<file path="config.mk">
export PLATFORM = sky130hd
export DESIGN_NAME = mainfsm_ws
export DESIGN_NICKNAME = d
export VERILOG_FILES = /design/src/rtl/mainfsm_ws.sv
export SDC_FILE = /design/constraint.sdc
export NUM_CORES = 1
export LEC_CHECK = 0
export CAP_MARGIN = 15
export CORE_ASPECT_RATIO = 0.9
export CORE_UTILIZATION = 39
export DETAILED_ROUTE_END_ITERATION = 6
export PLACE_DENSITY = 0.71
export RECOVER_POWER = 50
export SETUP_SLACK_MARGIN = 0.15
export SLEW_MARGIN = 10
export SYNTH_ARGS = -nofsm -noshare
export SYNTH_HDL_FRONTEND = slang
export SYNTH_SLANG_ARGS = --single-unit
</file>
<file path="constraint.sdc">
create_clock -name clk -period 2 [get_ports clk]
set_clock_uncertainty 0.1 [all_clocks]
set_input_delay 0.2 -clock clk [delete_from_list [all_inputs] [get_ports clk]]
set_output_delay 0.2 -clock clk [all_outputs]
set_load 0.01 [all_outputs]
</file>
<file path="src/rtl/mainfsm_ws.sv">
// Main multicycle controller FSM with memory wait-state handshake, timeout trap,
// iterative multiply phase and a sticky fault state.
module mainfsm_ws #(
  parameter int MEM_HANDSHAKE = 1,
  parameter int MUL_CYCLES    = 4,
  parameter int TIMEOUT       = 15,
  parameter int CNT_W         = 4
) (
  input  logic       clk,
  input  logic       reset,
  input  logic [1:0] Op,
  input  logic [5:0] Funct,
  input  logic       IsMul,
  input  logic       mem_ready,
  output logic       IRWrite,
  output logic       AdrSrc,
  output logic       NextPC,
  output logic       RegW,
  output logic       MemW,
  output logic       Branch,
  output logic       ALUOp,
  output logic [1:0] ALUSrcA,
  output logic [1:0] ALUSrcB,
  output logic [1:0] ResultSrc,
  output logic       MemReq,
  output logic       MulStart,
  output logic       Fault,
  output logic [3:0] state_o
);
  typedef enum logic [3:0] {
    FETCH = 4'd0, DECODE = 4'd1, MEMADR = 4'd2, MEMRD = 4'd3, MEMWB = 4'd4,
    MEMWR = 4'd5, EXECUTER = 4'd6, EXECUTEI = 4'd7, ALUWB = 4'd8, BRANCH = 4'd9,
    MULEX = 4'd10, MULWB = 4'd11, FAULT = 4'd12
  } state_t;

  localparam logic [CNT_W-1:0] TO_LAST  = CNT_W'(TIMEOUT - 1);
  localparam logic [CNT_W-1:0] MUL_LAST = CNT_W'(MUL_CYCLES - 1);

  state_t           state, state_nxt;
  logic [CNT_W-1:0] cnt, cnt_nxt;
  logic             ready, mem_state, timed_out;
  logic             unused_funct;

  assign unused_funct = ^Funct[4:1];
  assign ready     = (MEM_HANDSHAKE != 0) ? mem_ready : 1'b1;
  assign mem_state = (state == FETCH) || (state == MEMRD) || (state == MEMWR);
  // The count holds the number of not-ready cycles already spent, so this is the last allowed one.
  assign timed_out = !ready && (cnt == TO_LAST);

  always_ff @(posedge clk or negedge reset) begin
    if (!reset) begin
      state <= FETCH;
      cnt   <= '0;
    end else begin
      state <= state_nxt;
      cnt   <= cnt_nxt;
    end
  end

  always_comb begin
    state_nxt = state;
    case (state)
      FETCH:    if (ready) state_nxt = DECODE; else if (timed_out) state_nxt = FAULT;
      DECODE: begin
        case (Op)
          2'b00:   state_nxt = IsMul ? MULEX : (Funct[5] ? EXECUTEI : EXECUTER);
          2'b01:   state_nxt = MEMADR;
          2'b10:   state_nxt = BRANCH;
          default: state_nxt = FAULT;
        endcase
      end
      MEMADR:   state_nxt = Funct[0] ? MEMRD : MEMWR;
      MEMRD:    if (ready) state_nxt = MEMWB; else if (timed_out) state_nxt = FAULT;
      MEMWR:    if (ready) state_nxt = FETCH; else if (timed_out) state_nxt = FAULT;
      EXECUTER, EXECUTEI: state_nxt = ALUWB;
      MULEX:    if (cnt == MUL_LAST) state_nxt = MULWB;
      MEMWB, ALUWB, MULWB, BRANCH: state_nxt = FETCH;
      FAULT:    state_nxt = FAULT;
      default:  state_nxt = FAULT;
    endcase
  end

  always_comb begin
    cnt_nxt = '0;
    if (state_nxt == state) begin
      if ((mem_state && !ready) || (state == MULEX)) cnt_nxt = cnt + CNT_W'(1);
    end
  end

  always_comb begin
    IRWrite   = 1'b0;
    AdrSrc    = 1'b0;
    NextPC    = 1'b0;
    RegW      = 1'b0;
    MemW      = 1'b0;
    Branch    = 1'b0;
    ALUOp     = 1'b0;
    ALUSrcA   = 2'b00;
    ALUSrcB   = 2'b00;
    ResultSrc = 2'b00;
    MemReq    = 1'b0;
    MulStart  = 1'b0;
    Fault     = 1'b0;
    case (state)
      FETCH: begin
        MemReq = 1'b1; ALUSrcA = 2'b01; ALUSrcB = 2'b10; ResultSrc = 2'b10;
        IRWrite = ready; NextPC = ready;
      end
      DECODE:   begin ALUSrcA = 2'b01; ALUSrcB = 2'b10; ResultSrc = 2'b10; end
      MEMADR:   ALUSrcB = 2'b01;
      MEMRD:    begin MemReq = 1'b1; AdrSrc = 1'b1; end
      MEMWB:    begin RegW = 1'b1; ResultSrc = 2'b01; end
      MEMWR:    begin MemReq = 1'b1; AdrSrc = 1'b1; MemW = 1'b1; end
      EXECUTER: ALUOp = 1'b1;
      EXECUTEI: begin ALUSrcB = 2'b01; ALUOp = 1'b1; end
      ALUWB:    RegW = 1'b1;
      MULEX:    MulStart = (cnt == '0);
      MULWB:    begin RegW = 1'b1; ResultSrc = 2'b11; end
      BRANCH:   begin Branch = 1'b1; ResultSrc = 2'b10; ALUSrcA = 2'b10; ALUSrcB = 2'b01; end
      FAULT:    Fault = 1'b1;
      default:  Fault = 1'b1;
    endcase
  end

  assign state_o = state;
endmodule

</file>
# Word level (Yosys, flattened, before mapping)

Index checks and enable logic that the tools add are counted.

Register bits: 8
Input port bits: 12
Word-level logic and storage cells: 61

$add $sub $neg: 1
Equality and inequality tests: 16
Muxes and demuxes: 24
Reductions and logical operators: 18

Operators by type and width:

| operator                                                               | count |
|---|---|
| 4-bit two-way mux                                                      | 8 |
| 4-bit case mux with 8 select lines                                     | 1 |
| 4-bit equality test (second input constant)                            | 5 |
| 4-bit by 3-bit equality test with 1-bit output (second input constant) | 4 |
| 4-bit by 2-bit equality test with 1-bit output (second input constant) | 3 |
| 4-bit case mux with 3 select lines                                     | 1 |
| 12-bit OR reduction                                                    | 1 |
| 3-bit OR reduction                                                     | 4 |
| 1-bit two-way mux                                                      | 10 |
| 4-bit zero test                                                        | 2 |
| 2-bit case mux with 2 select lines                                     | 2 |
| 2-bit case mux with 3 select lines                                     | 1 |
| 2-bit OR reduction                                                     | 3 |
| 4-bit by 1-bit adder with 4-bit output (second input constant)         | 1 |
| 4-bit by 1-bit equality test with 1-bit output (second input constant) | 1 |
| 4-bit equality test                                                    | 1 |
| 4-bit OR reduction                                                     | 1 |
| 1-bit logical OR                                                       | 3 |
| 3-bit two-way mux                                                      | 1 |
| 2-bit by 1-bit equality test with 1-bit output (second input constant) | 1 |
| 2-bit equality test (second input constant)                            | 1 |
| 1-bit logical AND                                                      | 2 |
| 2-bit zero test                                                        | 1 |
| 1-bit zero test                                                        | 1 |

# Depth between registers and ports, before layout

Gate-level depths: netlist of run 1.

Depth in word-level cells: 7
Mapped depth: 7
Depth with buffers taken out: 7

# Worst setup path before layout of run 1

Ideal clock, no wire load.

Kind: reg-to-output
Start: register state[1] (netlist: state_o[1])
End: output NextPC
Arrival: 1.657 ns
Setup slack: 0.043 ns
Stages on the path, launching flop included: 5
Cells stage by stage: dfrtp_1 > buf_6 > or2_2 > nor4b_1 > buf_4

Cells in the longest elaborated chain, start to end: 2

RTL lines:

| item                   | line | source |
|---|---|---|
| from (decl)            | 39   | `state_t state, state_nxt;` |
| from (signal assigned) | 55   | `state <= state_nxt;` |
| 4-bit zero test        | -    |  |
| 1-bit two-way mux      | -    |  |
| to (decl)              | 17   | `output logic NextPC,` |

No other way between the ends.

# Worst setup path in the final report of run 1

Start: register state[1] (netlist: state_o[1])
End: register cnt[2]

Cells in the longest elaborated chain, start to end: 7

RTL lines:

| item                                                                                       | line | source |
|---|---|---|
| parallel branches: the longest is 6 deep, another holds 4-bit case mux with 8 select lines | -    |  |
| 4-bit two-way mux (*)                                                                      | 85   | `if (state_nxt == state) begin` |
| net cnt_nxt[2]                                                                             | 40   | `logic [CNT_W-1:0] cnt, cnt_nxt;` |
| to (signal assigned)                                                                       | 56   | `cnt <= cnt_nxt;` |
| to (decl)                                                                                  | 40   |  |

Mark *: on every way through the listed nets, which the timed path passes.

==> summary.txt, run 1 <==
Yosys
  • Flip-flop and latch count after synthesis: 8
  • Count of flip-flops with a built-in enable after synthesis: 0
  • Syn nets: 123
  • Gate count of the mapped netlist: between 100 and 150
  • Post-synthesis sequential area ratio: 24.1%
  • Combined area of all synthesized cells: between 800 and 900 um2
  • Warnings from Yosys: 0
  • Share of flip-flops with an asynchronous set or reset after synthesis: 100%
  • Share of Yosys cell area claimed by the top area cell type: 24.1%
  • Dominant cells by area after synthesis: sky130_fd_sc_hd__dfrtp_1 24%, sky130_fd_sc_hd__nor2_1 6.8%, sky130_fd_sc_hd__a21oi_1 4.8%, sky130_fd_sc_hd__ha_1 4.5%, sky130_fd_sc_hd__nor3_1 3.0%
  • Distinct cell type count after synthesis: 42
  • Primary flip-flop cell chosen by synthesis mapping: sky130_fd_sc_hd__dfrtp_1
  • Mean instance size in the synthesized netlist: approximately 7.7 um2
  • Synth area leader: sky130_fd_sc_hd__dfrtp_1

Clock tree
  • Number of hold buffers added after cts: 0
  • TritonCTS clock tree: done
  • TritonCTS sink count: 8
  • CTS Buffer Depth: 2
  • Master cell of the clock root buffer: sky130_fd_sc_hd__clkbuf_4
  • TritonCTS Buffers: 3
  • CTS clk-pin slew, worst paths: approximately 0.050 ns
  • Clk Latency, worst-skew pair: around 0.25 ns
  • Max H-tree Level: 1

Drt
  • Ratio of routed vias to standard cells: 5.76
  • Remaining antenna violation count after routing: 0
  • Iteration-0 DRC Markers: 36
  • DRC: 0
  • Total length of routed wires: 2700 um
  • Routed len/inst: approximately 15 um
  • Total number of vias: 1049
  • Total iterations of the first detailed-routing run: 4

STA
  • Worst Setup Slack, final: -0.0444 ns
  • Transition at the pin with the smallest max-transition slack: 0.371 ns
  • Final critical-path required period: 2.04 ns
  • Setup repair after global routing missed its margin: yes
  • Hold Violations, Final: 0
  • Max Freq: 0.489 GHz
  • Period Utilization, post-route: 102%
  • Worst slew margin: 75.2%
  • Setup violations, final: 2
  • Number of pins with negative max-slew slack in the final report: 0

Placed design
  • Buffers on Ports: 27
  • DPL Wire Length: around 1800 um
  • Worst-case setup slack after placement: -0.0459 ns
  • Placed insts: 167
  • Global placer's final weighted congestion: a little over 0.8

Worst setup path
  • Worst setup path startpoint: state_o[1]
  • Required arrival time at the worst endpoint: around 2.1 ns
  • Launching point of the worst reg2reg path: state_o[1]
  • Startpoint Class: flop
  • R2R depth: 7
  • Worst setup EP type: flop
  • Top fanout value on the critical path: 4
  • Classification of the worst setup path: flop to flop
  • Data arrival time of the critical path: 2.09 ns

Min path
  • Hold/Removal Path Class: input port to async pin

Global routing
  • Overall Global Routing Usage: approximately a quarter
  • Initial antenna violation count: 0
  • Via count of the first global-routing pass: 920
  • Global-route wire length before repair: 4140 um
  • Sum of overflow across all layers after global routing: 0
  • Largest net degree at the start of global routing: 13

Run
  • Reported max-cap violation count: 0

Floorplanning
  • Effective utilization at floorplan: a little over two fifths
  • Die area: 2320 um2
  • Die Span X: 50.7 um
  • Number of rows created at floorplan: 15
  • Area inside the core boundary: 1950 um2
  • Chip Height: 45.8 um
  • Total I/O pin count: 32

Layout
  • Layout cell share with drive strength beyond 1: 42.0%
  • Utilization of the core after routing: 71.4%
  • Most frequent cells in the layout: 23 x sky130_fd_sc_hd__buf_4, 13 x sky130_fd_sc_hd__nor2_1, 10 x sky130_fd_sc_hd__clkdlybuf4s50_1
  • Nets: around 170
  • Commonest non-fill, non-tap cell in the layout: sky130_fd_sc_hd__buf_4
  • Area grow syn2layout: 67.8%
  • Non-Filler Instances: 182
  • Number of antenna diodes: 0

Status
  • Violations in the final reports: setup timing
  • Result of the run: complete, but fails checks

Power and ir drop
  • Overall Power: 312 uW
  • Total leakage power: 0.000595 uW
  • Power Density: 224 nW/um2
  • Highest ir drop seen on vdd: 513 uV
-- Yosys cell counts (2+ instances only) --
master / instances
sky130_fd_sc_hd__nor2_1: 15
sky130_fd_sc_hd__a21oi_1: 8
sky130_fd_sc_hd__dfrtp_1: 8
sky130_fd_sc_hd__nand2_1: 6
sky130_fd_sc_hd__inv_1: 5
sky130_fd_sc_hd__nor3_1: 5
sky130_fd_sc_hd__nor4_1: 4
sky130_fd_sc_hd__o21ai_0: 4
sky130_fd_sc_hd__buf_4: 3
sky130_fd_sc_hd__ha_1: 3
sky130_fd_sc_hd__nand2b_1: 3
sky130_fd_sc_hd__nand3_1: 3
sky130_fd_sc_hd__a21o_1: 2
sky130_fd_sc_hd__a31oi_1: 2
sky130_fd_sc_hd__buf_2: 2
sky130_fd_sc_hd__clkbuf_1: 2
sky130_fd_sc_hd__nor2b_1: 2
sky130_fd_sc_hd__nor4b_1: 2
sky130_fd_sc_hd__o22ai_1: 2
sky130_fd_sc_hd__o311a_1: 2
sky130_fd_sc_hd__o31ai_1: 2
sky130_fd_sc_hd__xnor2_1: 2
sky130_fd_sc_hd__xor2_1: 2
-- layout make-up --
class	instances	area, um2
clock buffer	3	22.5
fill	150	558
inverter	6	25.0
timing repair buffer	55	472
multi-input combinational	85	641
tap	25	31.3
sequential	8	203
-- through the flow --
step	hold WS [ns]	instance area [um2]	setup TNS [ns]
after detailed placement	0.400	1210	-0.120
after global routing	0.226	1390	-0.387
after floorplan	-0.196	847	0
after CTS	0.131	1320	-0.0212
after global placement	0.395	1210	-0.0117
final	0.201	1390	-0.0734
-- cells by family after synthesis --
| family | after synthesis | synth area share (%) |
|---|---|---|
| compound gates | 30 | 25.8 |
| xor+xnor | 4 | 4.22 |
| flops | 8 | 24.1 |
| simple gates | 48 | 32.1 |
| buf+inv | 15 | 9.34 |
| fa+ha+maj | 3 | 4.52 |
-- sequential cells by signal, indices dropped and copies added (netlist names) --
| signal | flops |
|---|---|
| cnt | 4 |
| state_o | 4 |
-- layer usage --
layer	GRT usage, %	share of wire [%]
met1	31.3	44
met4	6.67	0.41
met2	41.1	49
met5	0	0
met3	6.67	6.3
-- critical path, cell delays in order, from the launching register on --
cell and delay, ns:
sky130_fd_sc_hd__dfrtp_1 0.43, sky130_fd_sc_hd__buf_6 0.14, sky130_fd_sc_hd__nand2b_4 0.15, sky130_fd_sc_hd__o32a_1 0.33, sky130_fd_sc_hd__o311a_1 0.13, sky130_fd_sc_hd__a311o_1 0.36
sky130_fd_sc_hd__buf_4 0.17, sky130_fd_sc_hd__nor4_2 0.14
-- power by group --
group	internal [uW]	switching, uW	leakage [uW]
clock	68.3	49.1	0.0000138
combinational	18.1	14.2	0.000480
sequential	162	0	0.000101
total	248	63.3	0.000595
-- path summary, 6_finish.rpt --
kind	end	slack (ns)
setup / recovery	cnt[2]	-0.04
hold reg to reg	cnt[0]	0.45
hold / removal	cnt[0]	0.20
setup reg to reg	cnt[2]	-0.04
min in group clk	cnt[0]	0.45
max in group asynchronous	state_o[2]	1.31
-- what timing repair did --
| action | 4_1_cts | 5_1_grt |
|---|---|---|
| cloned | 0 | 0 |
| resized for setup | 45 | 23 |
| endpoints found under the setup margin | 20 | 14 |
| setup buffers | 9 | 3 |
| pin swaps | 2 | 2 |
Note: power is estimated with default switching activity, not from simulation.
==> run 2, diff against run 1 <==
- ABC_AREA: unset -> 1
==> summary.txt, run 2 <==
Yosys
  • Most frequent cells after synthesis: 41 x sky130_fd_sc_hd__nand2_1, 15 x sky130_fd_sc_hd__inv_1, 14 x sky130_fd_sc_hd__nor2_1, 9 x sky130_fd_sc_hd__nand3_1, 8 x sky130_fd_sc_hd__dfrtp_1
  • Primary flip-flop cell chosen by synthesis mapping: sky130_fd_sc_hd__dfrtp_1
  • Share of Yosys cell area claimed by the top area cell type: 24.2%
  • Post-synthesis sequential area ratio: 24.2%
  • Gate count of the mapped netlist: ~130
  • Synth area leader: sky130_fd_sc_hd__dfrtp_1
  • Syn nets: 143
  • Dominant cells by area after synthesis: sky130_fd_sc_hd__dfrtp_1 24%, sky130_fd_sc_hd__nand2_1 19%, sky130_fd_sc_hd__inv_1 6.8%, sky130_fd_sc_hd__nor2_1 6.4%, sky130_fd_sc_hd__nand3_1 5.5%
  • Warnings from Yosys: 0
  • Mean instance size in the synthesized netlist: 6.45 um2
  • Most numerous cell in the Yosys netlist: sky130_fd_sc_hd__nand2_1
  • Count of flip-flops with a built-in enable after synthesis: 0
  • Flip-flop and latch count after synthesis: 8
  • Combined area of all synthesized cells: 826 um2
  • Share of flip-flops with an asynchronous set or reset after synthesis: 100%
  • Distinct cell type count after synthesis: 21

Placed design
  • Placed insts: around 180
  • Buffers on Ports: 27
  • DPL Wire Length: 1650 um
  • Global placer's final weighted congestion: ~0.84
  • Worst-case setup slack after placement: about 0.084 ns

Drt
  • Met2 routed WL: 1170 um
  • DRC: 0
  • Remaining antenna violation count after routing: 0
  • Iteration-0 DRC Markers: 19
  • Ratio of routed vias to standard cells: 5.01
  • Total number of vias: 956
  • Metal1 wirelength: approximately 1000 um
  • Total iterations of the first detailed-routing run: 4
  • Routed len/inst: 12.1 um
  • Top layer used by detailed routing: met3
  • Met3 routed wirelength: 106 um
  • Total length of routed wires: 2320 um

Global routing
  • Overall Global Routing Usage: around 20%
  • Initial antenna violation count: 0
  • Sum of overflow across all layers after global routing: 0
  • Via count of the first global-routing pass: 830
  • Global-route wire length before repair: roughly 3500 um
  • Largest net degree at the start of global routing: 9

Layout
  • Filler Cells Inserted: 187
  • Layout cell share with drive strength beyond 1: 28.9%
  • Nets: 183
  • Number of antenna diodes: 0
  • Area grow syn2layout: 50.2%
  • Commonest non-fill, non-tap cell in the layout: sky130_fd_sc_hd__nand2_1
  • Non-Filler Instances: 191
  • Most frequent cells in the layout: 38 x sky130_fd_sc_hd__nand2_1, 14 x sky130_fd_sc_hd__inv_1, 11 x sky130_fd_sc_hd__buf_4

Clock tree
  • CTS Buffer Depth: 2
  • Clk Latency, worst-skew pair: 0.25 ns
  • TritonCTS Buffers: 3
  • Master cell of the clock root buffer: sky130_fd_sc_hd__clkbuf_4
  • CTS clk-pin slew, worst paths: 0.05 ns
  • TritonCTS clock tree: done
  • Max H-tree Level: 1
  • TritonCTS sink count: 8
  • Number of hold buffers added after cts: 0

STA
  • Max Freq: 0.536 GHz
  • Worst slew margin: 75.4%
  • Transition at the pin with the smallest max-transition slack: 0.367 ns
  • Number of pins with negative max-slew slack in the final report: 0
  • Setup_tns: 0 ns
  • Setup violations, final: 0
  • Final critical-path required period: 1.87 ns
  • Worst Setup Slack, final: roughly 0.13 ns
  • Setup repair after global routing missed its margin: yes
  • Period Utilization, post-route: 93.3%
  • Hold Violations, Final: 0

Worst setup path
  • Largest stage delay on the critical path: 0.51 ns
  • CP Cell Sequence: nand2_1 > o31ai_1 > dlygate4sd2_1
  • Classification of the worst setup path: flop to output pin
  • Required arrival time at the worst endpoint: 1.70 ns
  • Critical path buffers and inverters: 1
  • Cell type of the slowest stage on the worst timing path: sky130_fd_sc_hd__dfrtp_1
  • Startpoint Class: flop
  • Top fanout value on the critical path: 6
  • Worst path top cell family by delay: flip-flops
  • Data arrival time of the critical path: 1.57 ns
  • Worst setup EP type: output pin

Power and ir drop
  • Power Density: 1340 nW/um2
  • Highest ir drop seen on vdd: 941 uV
  • Total leakage power: 0.000743 uW

Min path
  • Hold/Removal Path Class: input port to async pin

Floorplanning
  • Die area: ~2300 um2
  • Area inside the core boundary: roughly 2000 um2
  • Chip Height: roughly 46 um
  • Total I/O pin count: 32
  • Die Span X: 50.5 um
  • Effective utilization at floorplan: 42.3%
  • Number of rows created at floorplan: 15

Run
  • Reported max-cap violation count: 0

Status
  • Result of the run: finished, final reports clean
==> run 2: cell count changes in the layout (fill, tap and decap cells not counted), moves of 4 or more <==
cell and delta:
sky130_fd_sc_hd__dlygate4sd2_1 +4, sky130_fd_sc_hd__nand2_2 +5, sky130_fd_sc_hd__buf_4 -12, sky130_fd_sc_hd__nor2_2 +4, sky130_fd_sc_hd__inv_1 +10, sky130_fd_sc_hd__nor2_1 -4
sky130_fd_sc_hd__nand2_1 +33, sky130_fd_sc_hd__buf_6 -6, sky130_fd_sc_hd__nand3_1 +6
==> run 2: path summary, 6_finish.rpt <==
| path | from | end | slack, ns | cells past startpoint |
|---|---|---|---|---|
| worst min register to register | cnt[0] | cnt[0] | 0.53 | 3 |
| worst max register to register | cnt[0] | cnt[1] | 0.23 | 10 |
| min in group clk | cnt[0] | cnt[0] | 0.53 | 3 |
| max in group asynchronous | reset | state_o[2] | 1.32 | 1 |
| worst min-delay path | reset | cnt[0] | 0.19 | 1 |
| worst max-delay path | state_o[3] | RegW | 0.13 | 3 |
==> run 2: cell type report <==
cell class / count / area, um2 / share of cell area, %
clock buffers: 3 / 22.5 / 1.82
inverters: 18 / 67.6 / 5.45
multi-input cells: 99 / 582 / 46.9
flip-flops and latches: 8 / 201 / 16.2
well taps: 25 / 31.3 / 2.52
repair buffers: 38 / 335 / 27.0
==> run 2: per-layer routing <==
layer	vias up	track usage, %
li1	483	-
met1	448	25.1
met2	25	36.0
met3	0	6.67
met4	0	3.89
met5	-	0
==> run 2: cells by family after synthesis <==
logic type | share of synthesized area [%]
AO/OA/AOI/OAI | 5.91
XOR/XNOR | 2.12
adder cells (fa/ha/maj) | 4.55
buffers and inverters | 10.9
flip-flops | 24.2
AND/OR/NAND/NOR | 52.3
==> run 2: through the flow <==
step	cell area, um2	hold slack, ns	util (%)	total power [uW]
after CTS	1170	0.136	60.1	1510
after floorplan	826	-0.196	-	956
final	1240	0.193	63.5	1660
after global placement	1120	0.407	57.4	1370
after global routing	1240	0.221	63.5	1800
after detailed placement	1120	0.411	57.4	1380
==> run 2: repair_timing <==
item | 4_1_cts | 5_1_grt
pin swaps | 1 | 6
setup buffers | 4 | 5
gates resized for setup | 21 | 21
endpoints found under the setup margin | 15 | 9
==> run 2: power by group <==
part           internal [uW]  switching (uW)
sequential               201            67.9
combinational            533             736
clock                   68.7            55.3
==> patch: new RTL, flow settings as in run 2 <==
Register the output `Fault`, with the module's reset; this adds one clock of latency there. The other outputs are not delayed to match.
--- a/src/rtl/mainfsm_ws.sv
+++ b/src/rtl/mainfsm_ws.sv
@@ -37,2 +37,4 @@
   localparam logic [CNT_W-1:0] MUL_LAST = CNT_W'(MUL_CYCLES - 1);
+
+  logic Fault_d;
 
@@ -102,3 +104,3 @@
     MulStart  = 1'b0;
-    Fault     = 1'b0;
+    Fault_d   = 1'b0;
     case (state)
@@ -119,4 +121,4 @@
       BRANCH:   begin Branch = 1'b1; ResultSrc = 2'b10; ALUSrcA = 2'b10; ALUSrcB = 2'b01; end
-      FAULT:    Fault = 1'b1;
-      default:  Fault = 1'b1;
+      FAULT:    Fault_d = 1'b1;
+      default:  Fault_d = 1'b1;
     endcase
@@ -125,2 +127,10 @@
   assign state_o = state;
+  always_ff @(posedge clk or negedge reset) begin
+    if (!reset) begin
+      Fault <= '0;
+    end else begin
+      Fault <= Fault_d;
+    end
+  end
+
 endmodule
Formal check against the unedited RTL: not equivalent (Yosys sat finds a counterexample within 4 cycles, from zero or initial values and one cycle with reset low).
==> patch against run 2 <==
Largest power group unchanged; sequential cell count up 1; worst setup slack improved by 0.075 ns; first-iteration DRC count is 130% higher; critical path type unchanged; routed wire length decreased by 8.8%; power down 11%; synthesized area increased by 2.6%; global-route usage decreased by 1.1 points; clock power grew 6%; highest routed layer is now met4; cell area shrank 2.4%; non-clock buffer count decreased by 4.
==> patch: results (changes against run 2) <==
* Slew HR at 72.61% (was 75.44%)
* Initial antenna violation count at 0 (unchanged)
* Ant diodes at 0 (unchanged)
* First-pass DRT Iterations at 4 (unchanged)
* Critical Path AT at 1.49 ns (was 1.57 ns)
* GPL Wtd Cong at 0.8484 (was 0.8399)
* Post-synthesis sequential area ratio at 26.59% (was 24.24%)
* 1st-iter DRT viols at 44 (was 19)
* CP max stage delay at 0.53 ns (was 0.51 ns)
* Clock Pin Slew Worst Setup and Hold Paths at 0.05 ns (about the same)
* Layout cells sized above 1 at 22.02% (was 28.92%)
* Yosys warnings at 0 (unchanged)
* Worst-path fanout max at 5 (was 6)
* Worst R2R Path Depth at 10 (unchanged)
* WHS at 0.2100 ns (was 0.1928 ns)
* Worst R2R Setup Slack at 0.26 ns (was 0.23 ns)
* Number of CTS-inserted buffers at 3 (unchanged)
* LEAKAGE at 0.7275 nW (was 0.7427 nW)
* RR Endpoint: cnt[0] (was cnt[1])
* Fill cells at 198 (was 187)
* H-tree levels at 1 (unchanged)
* Cell family with most CP delay: buffers and inverters (was flip-flops)
* First-pass GRT wire length at 3401 um (was 3525 um)
* Port Buffers at 27 (unchanged)
* Maximum vdd drop at 0.8398 mV (was 0.9409 mV)
* Clock buffer depth at 2 (unchanged)
* Status: finished, final reports clean (unchanged)
* Slowest cell on crit path: clkdlybuf4s50_1 (was dfrtp_1)
* Post-synth ARST share at 100.0% (unchanged)
* Top cells by area, synth: dfrtp_1 27%, nand2_1 17%, inv_1 7.5% (was dfrtp_1 24%, nand2_1 19%, inv_1 6.8%)
* Synth top area share at 26.59% (was 24.24%)
* Routed WL at 2117 um (was 2320 um)
* Hold Violations, Final at 0 (unchanged)
* Via density at 5.031 (was 5.005)
* Post-synth cell types at 21 (unchanged)
* Root buffer cell: clkbuf_4 (unchanged)
* Largest net degree at the start of global routing at 10 (was 9)
* Final nets at 184 (was 183)
* Hold Crit Class: in2async (unchanged)
* R2r startpoint: state_o[3] (was cnt[0])
* Synth top cells by count: 39 x nand2_1, 17 x inv_1, 15 x nor2_1 (was 41 x nand2_1, 15 x inv_1, 14 x nor2_1)
* Total gr overflow at 0 (unchanged)
* DP HPWL at 1608 um (was 1653 um)
* Vias in the first global route at 776 (was 830)
* Post-synth net total at 148 (was 143)
* GRT Util Overall at 19.46% (was 20.57%)
-- patch: cell count changes after synthesis, sizes merged, moves of 2 or more --
cell	run 2	this run
a21oi	5	7
inv	18	21
nand2	47	45
nand3	13	16
nor2	18	20
nor3	4	1
-- patch: cell families (layout without fill, tap and decap cells) --
| kind of cell | count (synthesis) | after routing | share of synthesized area [%] |
|---|---|---|---|
| flip-flops | 9 | 9 | 26.59 |
| buffers and inverters | 24 | 59 | 11.96 |
| XOR/XNOR | 2 | 2 | 2.068 |
| AO/OA/AOI/OAI | 10 | 10 | 6.795 |
| adder cells (fa/ha/maj) | 3 | 3 | 4.432 |
| AND/OR/NAND/NOR | 85 | 85 | 48.15 |
-- patch: how the worst max path moves through the flow --
stage,start,cells past startpoint,endpoint,slack (ns)
floorplan,state_o[1],10,cnt[0],0.40
global placement,state_o[3],5,ALUSrcB[0],0.14
detailed placement,state_o[3],5,ALUSrcB[0],0.12
CTS,state_o[0],6,MulStart,0.17
global route,state_o[3],11,cnt[0],0.10
finish,state_o[3],2,state_o[3],0.21
-- patch: final cells by class --
type | count | area (sq um) | share of cell area, %
flip-flops and latches | 9 | 227.7 | 18.82
well taps | 25 | 31.28 | 2.585
multi-input cells | 100 | 543.0 | 44.88
repair buffers | 34 | 300.3 | 24.82
inverters | 21 | 81.33 | 6.722
clock buffers | 4 | 26.28 | 2.172
-- patch: worst register-to-register path: stages (launching register included) --
cell,delay [ns]
dfrtp_1,0.48
nor2_4,0.18
buf_4,0.14
nand2_1,0.09
inv_1,0.08
nand2_1,0.08
nand3_1,0.12
nand2_1,0.07
a21oi_2,0.13
nand2_2,0.09
nor2_1,0.10
-- patch: repair_timing --
action / 4_1_cts / 5_1_grt
pin swaps: 1 / 1
hold endpoints to repair: 0 / 0
setup buffers: 5 / 1
gates cloned: 0 / 0
endpoints found under the setup margin: 15 / 5
hold buffers: 0 / 0
gates resized for setup: 25 / 5
-- patch: power breakdown --
part | total, mW | internal [mW] | switching [mW]
sequential | 0.303 | 0.227 | 0.0763
combinational | 1.05 | 0.455 | 0.596
clock | 0.132 | 0.0764 | 0.0561
-- patch: through the flow --
stage | total power [mW] | std cells | setup slack, ns | cell area (sq um) | util, %
after floorplan | 0.9374 | 133 | 0.3990 | 847.1 | -
after global placement | 1.323 | 183 | 0.1424 | 1134 | 57.52
after detailed placement | 1.332 | 183 | 0.1186 | 1134 | 57.52
after CTS | 1.473 | 192 | 0.1691 | 1204 | 61.08
after global routing | 1.609 | 193 | 0.1040 | 1210 | 61.40
final | 1.487 | 193 | 0.2085 | 1210 | 61.40
-- patch: per-layer routing --
layer / up-vias / GRT usage [%] / wire, um
li1: 495 / - / -
met3: 2 / 4.950 / 152
met4: 0 / 2.222 / 4
met1: 437 / 25.30 / 994
met5: - / 0 / 0
met2: 37 / 33.68 / 965
